$ cat config.mk
export PLATFORM = sky130hd
export DESIGN_NAME = ex_operand_stage
export DESIGN_NICKNAME = d
export VERILOG_FILES = /design/src/rtl/ex_operand_stage.sv
export SDC_FILE = /design/constraint.sdc
export NUM_CORES = 1
export LEC_CHECK = 0
export BUFFER_PORTS_ARGS = -buffer_cell sky130_fd_sc_hd__buf_2
export CAP_MARGIN = 25
export CORE_UTILIZATION = 28
export DETAILED_ROUTE_END_ITERATION = 10
export RECOVER_POWER = 50
export SKIP_LAST_GASP = 1
export SYNTH_ARGS = -nofsm -noshare
export SYNTH_HDL_FRONTEND = slang
export SYNTH_SLANG_ARGS = --single-unit
$ cat constraint.sdc
create_clock -name clk -period 6.75 [get_ports clk]
set_clock_uncertainty 0.15 [all_clocks]
set_input_delay 0.675 -clock clk [delete_from_list [all_inputs] [get_ports clk]]
set_output_delay 0.675 -clock clk [all_outputs]
set_load 0.02 [all_outputs]
$ cat src/rtl/ex_operand_stage.sv
// ID/EX operand register: holds one decoded instruction, resolves rs1/rs2 against MEM/WB and stalls on hazards.
// Define EX_OPERAND_FORWARD_EN to enable the MEM/WB bypass muxes; without it any in-flight match stalls.

module ex_operand_lane #(
    parameter int XLEN = 32
) (
    input  logic [4:0]      rs_addr,
    input  logic [XLEN-1:0] rs_data,
    input  logic            rs_used,
    input  logic [4:0]      mem_rd_addr,
    input  logic            mem_reg_we,
    input  logic            mem_is_load,
    input  logic [XLEN-1:0] mem_result,
    input  logic [4:0]      wb_rd_addr,
    input  logic            wb_reg_we,
    input  logic [XLEN-1:0] wb_result,
    output logic [XLEN-1:0] value,
    output logic [XLEN-1:0] held_next,
    output logic            hazard
);
    logic nz, mem_hit, wb_hit;

    assign nz      = (rs_addr != 5'd0);
    assign mem_hit = nz && mem_reg_we && (mem_rd_addr == rs_addr);
    assign wb_hit  = nz && wb_reg_we && (wb_rd_addr == rs_addr);

    // WB write-back lands in the held copy so a stall of any length keeps the newest value
    assign held_next = wb_hit ? wb_result : rs_data;

`ifdef EX_OPERAND_FORWARD_EN
    always_comb begin
        value = rs_data;
        if (!nz)
            value = '0;
        else if (mem_hit && !mem_is_load)
            value = mem_result;
        else if (wb_hit)
            value = wb_result;
    end

    // Only a load in MEM cannot be bypassed: its data does not exist yet
    assign hazard = rs_used && mem_hit && mem_is_load;
`else
    logic unused_mem;
    assign unused_mem = ^{mem_is_load, mem_result};

    assign value  = nz ? rs_data : '0;
    assign hazard = rs_used && (mem_hit || wb_hit);
`endif
endmodule

module ex_operand_stage #(
    parameter int XLEN = 32
) (
    input  logic            clk,
    input  logic            rst,
    // decode side
    input  logic            id_valid,
    output logic            id_ready,
    input  logic [XLEN-1:0] id_pc,
    input  logic [4:0]      id_rs1_addr,
    input  logic [4:0]      id_rs2_addr,
    input  logic [XLEN-1:0] id_rs1_data,
    input  logic [XLEN-1:0] id_rs2_data,
    input  logic [XLEN-1:0] id_imm,
    input  logic [3:0]      id_alu_sel,
    input  logic            id_src_a_pc,
    input  logic            id_src_b_imm,
    input  logic [4:0]      id_rd_addr,
    input  logic            id_reg_we,
    input  logic            id_mem_rd,
    // bypass sources
    input  logic [4:0]      mem_rd_addr,
    input  logic            mem_reg_we,
    input  logic            mem_is_load,
    input  logic [XLEN-1:0] mem_result,
    input  logic [4:0]      wb_rd_addr,
    input  logic            wb_reg_we,
    input  logic [XLEN-1:0] wb_result,
    // control
    input  logic            flush,
    input  logic            ex_ready,
    // ALU side
    output logic            ex_valid,
    output logic [XLEN-1:0] alu_a,
    output logic [XLEN-1:0] alu_b,
    output logic [3:0]      alu_sel,
    output logic [XLEN-1:0] ex_store_data,
    output logic [XLEN-1:0] ex_pc,
    output logic [4:0]      ex_rd_addr,
    output logic            ex_reg_we,
    output logic            ex_mem_rd
);
    localparam int NUM_OPS = 2;

    typedef struct packed {
        logic [XLEN-1:0]              pc;
        logic [XLEN-1:0]              imm;
        logic [NUM_OPS-1:0][4:0]      rs_addr;
        logic [NUM_OPS-1:0][XLEN-1:0] rs_data;
        logic [3:0]                   alu_sel;
        logic                         src_a_pc;
        logic                         src_b_imm;
        logic [4:0]                   rd_addr;
        logic                         reg_we;
        logic                         mem_rd;
    } idex_t;

    idex_t                        held_q, incoming;
    logic                         valid_q, hazard, xfer, capture;
    logic [NUM_OPS-1:0][XLEN-1:0] rs_val, rs_next;
    logic [NUM_OPS-1:0]           rs_used, rs_haz;

    always_comb begin
        incoming            = '0;
        incoming.pc         = id_pc;
        incoming.imm        = id_imm;
        incoming.rs_addr[0] = id_rs1_addr;
        incoming.rs_addr[1] = id_rs2_addr;
        incoming.rs_data[0] = id_rs1_data;
        incoming.rs_data[1] = id_rs2_data;
        incoming.alu_sel    = id_alu_sel;
        incoming.src_a_pc   = id_src_a_pc;
        incoming.src_b_imm  = id_src_b_imm;
        incoming.rd_addr    = id_rd_addr;
        incoming.reg_we     = id_reg_we;
        incoming.mem_rd     = id_mem_rd;
    end

    // rs2 always counts: even with B = imm it may still be store data
    assign rs_used = {1'b1, ~held_q.src_a_pc};

    generate
        for (genvar g = 0; g < NUM_OPS; g++) begin : g_op
            ex_operand_lane #(.XLEN(XLEN)) u_lane (
                .rs_addr     (held_q.rs_addr[g]),
                .rs_data     (held_q.rs_data[g]),
                .rs_used     (rs_used[g]),
                .mem_rd_addr (mem_rd_addr),
                .mem_reg_we  (mem_reg_we),
                .mem_is_load (mem_is_load),
                .mem_result  (mem_result),
                .wb_rd_addr  (wb_rd_addr),
                .wb_reg_we   (wb_reg_we),
                .wb_result   (wb_result),
                .value       (rs_val[g]),
                .held_next   (rs_next[g]),
                .hazard      (rs_haz[g])
            );
        end
    endgenerate

    assign hazard   = valid_q && (|rs_haz);
    assign ex_valid = valid_q && !hazard;
    assign xfer     = ex_valid && ex_ready;
    assign id_ready = (!valid_q || xfer) && !flush;
    assign capture  = id_valid && id_ready;

    always_ff @(posedge clk or posedge rst) begin
        if (rst) begin
            valid_q <= 1'b0;
            held_q  <= '0;
        end else if (flush) begin
            valid_q <= 1'b0;
        end else if (capture) begin
            valid_q <= 1'b1;
            held_q  <= incoming;
        end else if (xfer) begin
            valid_q <= 1'b0;
        end else if (valid_q) begin
            held_q.rs_data <= rs_next;
        end
    end

    assign alu_a         = held_q.src_a_pc  ? held_q.pc  : rs_val[0];
    assign alu_b         = held_q.src_b_imm ? held_q.imm : rs_val[1];
    assign ex_store_data = rs_val[1];
    assign alu_sel       = held_q.alu_sel;
    assign ex_pc         = held_q.pc;
    assign ex_rd_addr    = held_q.rd_addr;
    assign ex_reg_we     = held_q.reg_we;
    assign ex_mem_rd     = held_q.mem_rd;
endmodule

# Word level (Yosys, flattened, before mapping)
# Index checks and enable logic that the tools add are counted.
[totals]
regBits = 152
input_bits = 233
out_inout_bits = 141
word_cells = 62
[op_classes]
n_eq_ne = 5
muxes = 12
bitwise_logic = 2
n_reduce_logical = 30
[ops]
columns = ["op", "n"]
rows = [
  ["$mux W32", 6],
  ["$mux W64", 3],
  ["$eq A5 B5 Y1", 4],
  ["$logic_and A1 B1 Y1", 14],
  ["$reduce_bool A5 Y1", 2],
  ["$reduce_and A4 Y1", 2],
  ["$reduce_bool A2 Y1", 3],
  ["$logic_not A1 Y1", 3],
  ["$logic_or A1 B1 Y1", 3],
  ["$mux W1", 3],
  ["$reduce_bool A3 Y1", 1],
  ["$ne A2 B1 Y1 const B", 1],
  ["$not A1 Y1", 2],
  ["$reduce_and A2 Y1", 1],
  ["$reduce_or A2 Y1", 1],
]

# Longest topological paths before layout
# Gate-level depths: netlist (run 1).
[depth]
ltp_word = 15
mapped_depth = 8

# By module
# A second synthesis (run 1) with hierarchy kept.
[unflattened]
hier_cells = 831
hier_area_um2 = 9226.3
[by_module_without_submodules]
columns = ["module", "instances", "cells_each", "area_each_um2"]
rows = [
  ["ex_operand_stage", 1, 657, 7472.2],
  ["ex_operand_lane", 2, 87, 877.1],
]

# Least setup slack after synthesis (run 1)
# No wires, ideal clock.
[synth_path]
kind = "flip-flop to output port"
start = "register held_q[78] (netlist bit)"
end = "output ex_valid"
t_arrival_ps = 2285
t_required_ps = 5925
setup_slack_ps = 3640
path_stages_with_launch = 5
cell_sequence = "dfrtp_1 > or4_1 > nor2_1 > nor2_1 > a2111oi_0"
[synth_via]
elab_chain_cells = 9
word_cells_on_any_way = 13
cone_classes = "eq/ne (2); reduce/logical (11)"
[synth_lines]
columns = ["element", "line", "text"]
rows = [
  ["from (decl)", "109", "idex_t held_q, incoming;"],
  ["from (signal assigned)", "167", "held_q <= incoming;"],
  ["$reduce_bool A5 Y1", "23", "assign nz = (rs_addr != 5'd0);"],
  ["$logic_and A1 B1 Y1, on equally long branches (2 in series)", "24, 25", ""],
  ["$logic_or A1 B1 Y1 (*)", "48", "assign hazard = rs_used && (mem_hit || wb_hit);"],
  ["$logic_and A1 B1 Y1 (*)", "48", ""],
  ["$reduce_or A2 Y1 (*)", "153", "assign hazard = valid_q && (|rs_haz);"],
  ["$logic_and A1 B1 Y1 (*)", "153", ""],
  ["$logic_not A1 Y1 (*)", "154", "assign ex_valid = valid_q && !hazard;"],
  ["$logic_and A1 B1 Y1 (*)", "154", ""],
  ["to (decl)", "84", "output logic ex_valid,"],
]
# Every way passes the cells marked *; elsewhere a longest branch is shown, timed or not.

# Worst setup path after layout (run 1)
[layout_path]
start = "register held_q[78] (netlist bit)"
end = "register held_q[104] (netlist bit)"
[layout_via]
elab_chain_cells = 14
word_cells_on_any_way = 18
cone_classes = "eq/ne (2); reduce/logical (16)"
[layout_lines]
columns = ["element", "line", "text"]
rows = [
  ["$reduce_bool A5 Y1", "23", ""],
  ["$logic_and A1 B1 Y1, on equally long branches (2 in series)", "24, 25", ""],
  ["$logic_or A1 B1 Y1 (*)", "48", ""],
  ["$logic_and A1 B1 Y1 (*)", "48", ""],
  ["$reduce_or A2 Y1 (*)", "153", ""],
  ["$logic_and A1 B1 Y1 (*)", "153", ""],
  ["$logic_not A1 Y1 (*)", "154", ""],
  ["$logic_and A1 B1 Y1 (*)", "154", ""],
  ["$logic_and A1 B1 Y1 (*)", "155", "assign xfer = ex_valid && ex_ready;"],
  ["$logic_or A1 B1 Y1 (*)", "156", "assign id_ready = (!valid_q || xfer) && !flush;"],
  ["$logic_and A1 B1 Y1 (*)", "156", ""],
  ["$logic_and A1 B1 Y1 (*)", "157", "assign capture = id_valid && id_ready;"],
  ["$reduce_and A2 Y1 (no line) (*)", "-", ""],
]
# Marks and branches as above.
# A chain may end at the register's enable or synchronous reset.

==> impl_results.md, run 1 <==
- Outcome: complete, but fails checks
- Failing checks: max-capacitance violations, max-slew violations
- Aggregate routed wire length: 23.4 mm
- Worst min-delay path category: input port to flip-flop
- Multi-input combinational cell area: 3400 um^2
- Total gr overflow: 0
- Largest net degree at the start of global routing: 58
- CTS tree: built
- Post-route clock period utilization: 58.5%
- Post-synth net total: 895
- Leak Pwr: 4.84 nW
- Crit Reg-Reg Endpoint: held_q[104]
- Combinational Power Share: 32.3%
- Seq/Total Area, Yosys: 48.2%
- Sequential group share of total power: 38.5%
- Root buffer cell: clkbuf_16
- Placed Instances: 1311
- Port bufs: 340
- Highest net fanout along the worst path: 53
- Synth warn: 0
- Via count: 6069
- Rel. slew slack: -48.8%
- Die Wd: 170 um
- Setup TNS: 0 ns
- CTS buffer count: 17
- Worst Path Class, Setup: flip-flop to flip-flop
- Final setup fails: 0
- All-Layer GR Usage: 16.2%
- Clk sink count: 152
- Worst path required time: 6.89 ns
- Initial antenna violation count: 0
- Seq cells post-synth: 152
- Sw Share: 35.9%
- First-pass GRT wire length: 35.6 mm
- Crit. End Element: flip-flop
- Fmax: 253 MHz
- Max-slew violation count: 81
- Post-Syn Area: 7900 um^2
- DR DRC count: 0
- Worst-margin pin slew: 2.22 ns
- Hold Path Cell Cnt: 2
- Worst r2r src: held_q[78]
- Async set-reset flop share out of synthesis: 100%
- Avg Cell Area, Syn: 11.9 um^2
- Placer Congestion: 0.803
- Worst Hold Path EP: held_q[89]
- Wire per inst: 17.4 um
- Synth area leader: dfrtp_1
- Peak VDD IR: 0.137 mV
- H-tree depth: 4
- Routed Antenna Nets: 0
- Initial Utilization: 28.4%
- Site Rows: 61
- Number of synthesized flops with an enable pin: 0
- Clock power share: 29.2%
- Syn Inst Count: 662
- Crit path DAT: 4.09 ns
- Worst path slowest cell: buf_4
- Clock buffer depth: 2
- Layout cell share with drive strength beyond 1: 55.2%
- CTS resizes: 0
- Layout Cells excl Fill: 1344
- Hold Fails Final Rpt: 0
- Cell internal pwr: 0.00200 W
- Vias in the first global route: 6283
- Dpl hpwl: 16.9 mm
- Pwr Density: 305 nW/um^2
- Final hold slack: 0.332 ns
- Switching pwr: 0.00112 W
- Startpoint Class: flip-flop
- Worst r2r path cells: 8
- Iteration-0 DRC Markers: 273
- R2R Setup Slk: 2.80 ns
- Main synth FF type: dfrtp_1
- Hold path startpoint: id_imm[2]
- Min cycle time layout: 3.95 ns
- Netlist cell types: 30
- Total core area: 27800 um^2
- DRT Pass-1 Iters: 4
- Layout area overhead: 29.5%
- CP peak stage delay: 0.62 ns
- Total setup buffers inserted after CTS: 0
- Hold_buf cts: 0
- Fillcell total: 2892
- Io pins: 374
- Unrepaired setup endpoints after global routing: no
- Top-area cell type share of the netlist area: 48.2%
- Total power: 0.00312 W
- Reg area: 3810 um^2
- Max cap viols: 2
- Crit-path cells: or4_1 > nor2_1 > nor2_4 > buf_16 > a2111oi_4 > o21a_4 > buf_4 > mux2_2
- Chip height: 170 um
- Final net count: 1185
- Worst skew pair latency: 0.41 ns
- Top post-synthesis cells by area: dfrtp_1 (48%), mux2_2 (26%), buf_4 (4.7%)
- Die area: 28900 um^2
- Post-DR vias/cell: 4.52
- CTS clk-pin slew, worst paths: 0.07 ns
-- registers in the layout (all words and copies together) (netlist names) --
signal / count
alu_sel: 4
ex_mem_rd: 1
ex_pc: 32
ex_rd_addr: 5
ex_reg_we: 1
held_q: 108
valid_q: 1
-- cells in the mapped netlist (2+ instances only) --
cell type / number
buf_2: 11
xnor2_1: 16
nor2_1: 37
nand4_1: 4
and2_1: 34
nor4_1: 2
nand2_1: 4
xor2_1: 4
a22o_1: 32
inv_1: 67
mux2_2: 183
dfrtp_1: 152
a221oi_1: 32
buf_4: 49
clkbuf_1: 20
-- worst max-delay path: cells and delay by family (launching register included) --
kind,cells,cell delay [ns]
buffers and inverters,2,0.88
AOI/OAI and AO/OA,2,0.97
DFF,1,0.43
and+or+nand+nor,3,0.91
muxes,1,0.41
-- cells by family (layout without fill, tap and decap cells) --
group           count (synthesis)  count (layout)  synth area share, %
buf+inv                       147             450                 9.49
simple gates                   87              87                 5.75
xor+xnor                       20              20                 2.22
other cells                     0               1                    0
compound gates                 73              73                 8.29
mux                           183             183                 26.1
flops                         152             152                 48.2
-- stage by stage --
stage / instance area, um^2 / setup slack [ns] / utilization, %
floorplan: 7900 / 1.83 / -
global route: 10200 / 2.54 / 36.8
finish: 10200 / 2.80 / 36.8
CTS: 10300 / 2.76 / 37.0
detailed placement: 9740 / 2.70 / 35.1
global placement: 9700 / 2.79 / 34.9
-- how the worst max path moves through the flow --
stage | slack (ns) | start | cells past startpoint | to
2_1_floorplan | 1.83 | rst | 1 | alu_sel[0]
3_3_place_gp | 2.79 | wb_rd_addr[4] | 8 | held_q[60]
3_5_place_dp | 2.70 | wb_rd_addr[4] | 8 | held_q[50]
4_1_cts | 2.76 | held_q[78] | 8 | held_q[104]
5_1_grt | 2.54 | held_q[78] | 8 | held_q[104]
6_report | 2.80 | held_q[78] | 8 | held_q[104]
-- cell usage in the layout (no fill, tap or decap), types with 3 or more instances in the layout --
cell type / n
clkbuf_1: 45
clkinvlp_4: 5
xnor2_1: 16
mux2_2: 183
clkinv_4: 3
inv_1: 66
nand4_1: 4
buf_2: 297
and2_0: 26
a221oi_1: 32
clkbuf_16: 17
a22o_1: 32
buf_4: 8
inv_6: 3
nor2_1: 36
xor2_1: 4
nand2_1: 4
dfrtp_1: 150
and2_1: 8
-- routing by layer --
layer	share of wire [%]	vias up	global-route usage [%]	routed length (um)
met4	2.3	0	6.15	541
li1	-	2839	-	-
met1	41	2985	19.0	9610
met2	50	221	28.4	11800
met5	0	-	0	0
met3	6.2	24	3.88	1440
-- power by group through the flow --
| stage | Clock, W | Sequential, W | Combinational [W] |
|---|---|---|---|
| global placement | 0 | 0.00121 | 0.00102 |
| detailed placement | 0 | 0.00122 | 0.00103 |
| global route | 0.000981 | 0.00123 | 0.00109 |
| finish | 0.000913 | 0.00120 | 0.00101 |
| CTS | 0.000947 | 0.00120 | 0.00104 |
| floorplan | 0 | 0.00116 | 0.000777 |
-- cell type report --
| cell class | count | area share (%) |
|---|---|---|
| Timing Repair Buffer | 351 | 17.1 |
| Clock inverter | 14 | 1.15 |
| Antenna cell | 1 | 0.0245 |
| Inverter | 67 | 2.47 |
| Multi-Input combinational cell | 363 | 33.2 |
| Sequential cell | 152 | 37.2 |
| Tap cell | 378 | 4.62 |
| Clock buffer | 18 | 4.20 |
Power figures use the tool's default switching activity.
==> inputs of run 2 (changes only) <==
- clock period: 6.75 -> 4.1 ns (I/O delays scaled with it)
==> run 2 against run 1 <==
Compared with the run above: the flow still finishes with violations (max-capacitance violations, max-slew violations); total power increased by 75%; non-clock buffer count is 3 higher; worst hold slack worse by 0.26 ns; via count shrank 0.12%; cell count rose by 0.22%; combinational power increased by 66%; global-route usage shrank 0.12 points; critical endpoint is now alu_b[30]; highest routed layer is now met5.
==> impl_results.md, run 2 (synthesis results as in run 1) <==
- Outcome: complete, but fails checks
- Failing checks: max-capacitance violations, max-slew violations
- Setup ws final: 0.554 ns
- DRT Pass-1 Iters: 4
- Die Wd: 170 um
- Worst min-delay path category: input port to flip-flop
- H-tree depth: 4
- Switching pwr: 0.00181 W
- Routed Antenna Nets: 0
- CTS tree: built
- Pwr Density: 527 nW/um^2
- Biggest register: held_q
- Cell internal pwr: 0.00366 W
- Iteration-0 DRC Markers: 234
- Worst-margin pin slew: 2.24 ns
- Largest net degree at the start of global routing: 153
- Worst path required time: 3.54 ns
- Crit. End Element: primary output
- First-pass GRT wire length: 35.2 mm
- Via count: 6062
- Layout area overhead: 31.6%
- Vias in the first global route: 6183
- CTS buffer count: 17
- Chip height: 170 um
- Sequential group share of total power: 35.9%
- Hold_buf cts: 0
- CTS resizes: 0
- Post-DR vias/cell: 4.50
- Setup TNS: 0 ns
- Clock buffer depth: 2
- Pre-CTS setup slack: 0.808 ns
- Aggregate routed wire length: 23.4 mm
- Peak VDD IR: 0.205 mV
- Highest net fanout along the worst path: 32
- Clk sink count: 152
- Leak Pwr: 4.93 nW
- Largest register FFs: 108
- Layout cell share with drive strength beyond 1: 55.2%
- Combinational Power Share: 30.6%
- Clock power share: 33.5%
- Most common cell after layout, fill and taps aside: buf_2
- Crit path DAT: 2.99 ns
- Total gr overflow: 0
- Post-route clock period utilization: 86.5%
- Max-slew violation count: 186
- Placer Congestion: 0.781
- Initial Utilization: 28.4%
- Most frequent cells in the layout: buf_2 (296), mux2_2 (183), dfrtp_1 (150)
- Total setup buffers inserted after CTS: 0
- Min cycle time layout: 3.55 ns
- Hold Fails Final Rpt: 0
- Fillcell total: 2827
- Max cap viols: 2
- Startpoint Class: flip-flop
- Unrepaired setup endpoints after global routing: no
- Wire per inst: 17.4 um
- Rel. slew slack: -49.4%
- Die area: 28900 um^2
- Dpl hpwl: 16.7 mm
- Worst skew pair latency: 0.41 ns
- Total core area: 27800 um^2
- Sw Share: 33.1%
- Root buffer cell: clkbuf_16
- Port bufs: 340
- Fmax: 282 MHz
- Io pins: 374
- Site Rows: 61
- All-Layer GR Usage: 16.1%
- Initial antenna violation count: 2
- Final net count: 1188
- DR DRC count: 0
- Worst Path Class, Setup: flip-flop to primary output
- CTS clk-pin slew, worst paths: 0.07 ns
- Final setup fails: 0
[run 2: cell types whose count changed in the layout (fill, tap and decap cells not counted), sizes merged]
cell,delta
clkinvlp,-4
bufinv,+6
clkbuf,+3
buf,+2
clkinv,-3
clkdlybuf4s18,-1
[run 2: final timing paths]
path | start | endpoint | depth (start not counted) | slack [ns]
worst max-delay path | held_q[84] | alu_b[30] | 6 | 0.55
worst min-delay path | id_imm[7] | held_q[94] | 2 | 0.07
worst max register to register | held_q[84] | held_q[38] | 7 | 0.81
worst min register to register | held_q[111] | held_q[111] | 1 | 0.35
max in group asynchronous | rst | held_q[15] | 3 | 1.71
min in group asynchronous | rst | ex_mem_rd | 3 | 0.50
[run 2: cell type report]
| type | count | area, um^2 | area share, % |
|---|---|---|---|
| antenna | 1 | 2.50 | 0.0241 |
| inverter | 67 | 255 | 2.46 |
| clock buffer | 19 | 433 | 4.17 |
| timing repair buffer | 354 | 1790 | 17.2 |
| tap | 378 | 473 | 4.55 |
| multi-input combinational | 363 | 3400 | 32.7 |
| clock inverter | 13 | 239 | 2.30 |
| sequential | 152 | 3810 | 36.6 |
[run 2: critical path, cell delays in order, from the launching register on]
cell and delay [ns]:
dfrtp_1 0.44, nor3_1 0.08, nand2_1 0.07, clkbuf_1 1.21, and2_1 0.40, mux2_2 0.19, buf_2 0.17
[run 2: stage by stage]
step,hold WS (ns),util (%),std cells,power [W],cell area [um^2]
after floorplan,0.325,-,662,0.00319,7900
after global placement,0.333,35.2,1314,0.00369,9790
after detailed placement,0.340,35.2,1314,0.00371,9790
after CTS,0.0475,37.7,1346,0.00558,10500
after global routing,0.0457,37.4,1347,0.00577,10400
final,0.0699,37.4,1347,0.00548,10400
[run 2: power groups by stage]
stage / combinational [W] / clock [W] / sequential, W
floorplan: 0.00128 / 0 / 0.00191
global placement: 0.00170 / 0 / 0.00199
detailed placement: 0.00172 / 0 / 0.00200
CTS: 0.00172 / 0.00189 / 0.00197
global route: 0.00180 / 0.00195 / 0.00201
finish: 0.00168 / 0.00183 / 0.00197
[run 2: per-layer routing]
metal	part of all wire (%)	vias to the layer above	track usage (%)
met5	0.043	-	0
met2	51	219	28.4
li1	-	2848	-
met1	41	2970	18.7
met4	1.9	2	5.48
met3	6.2	23	4.12
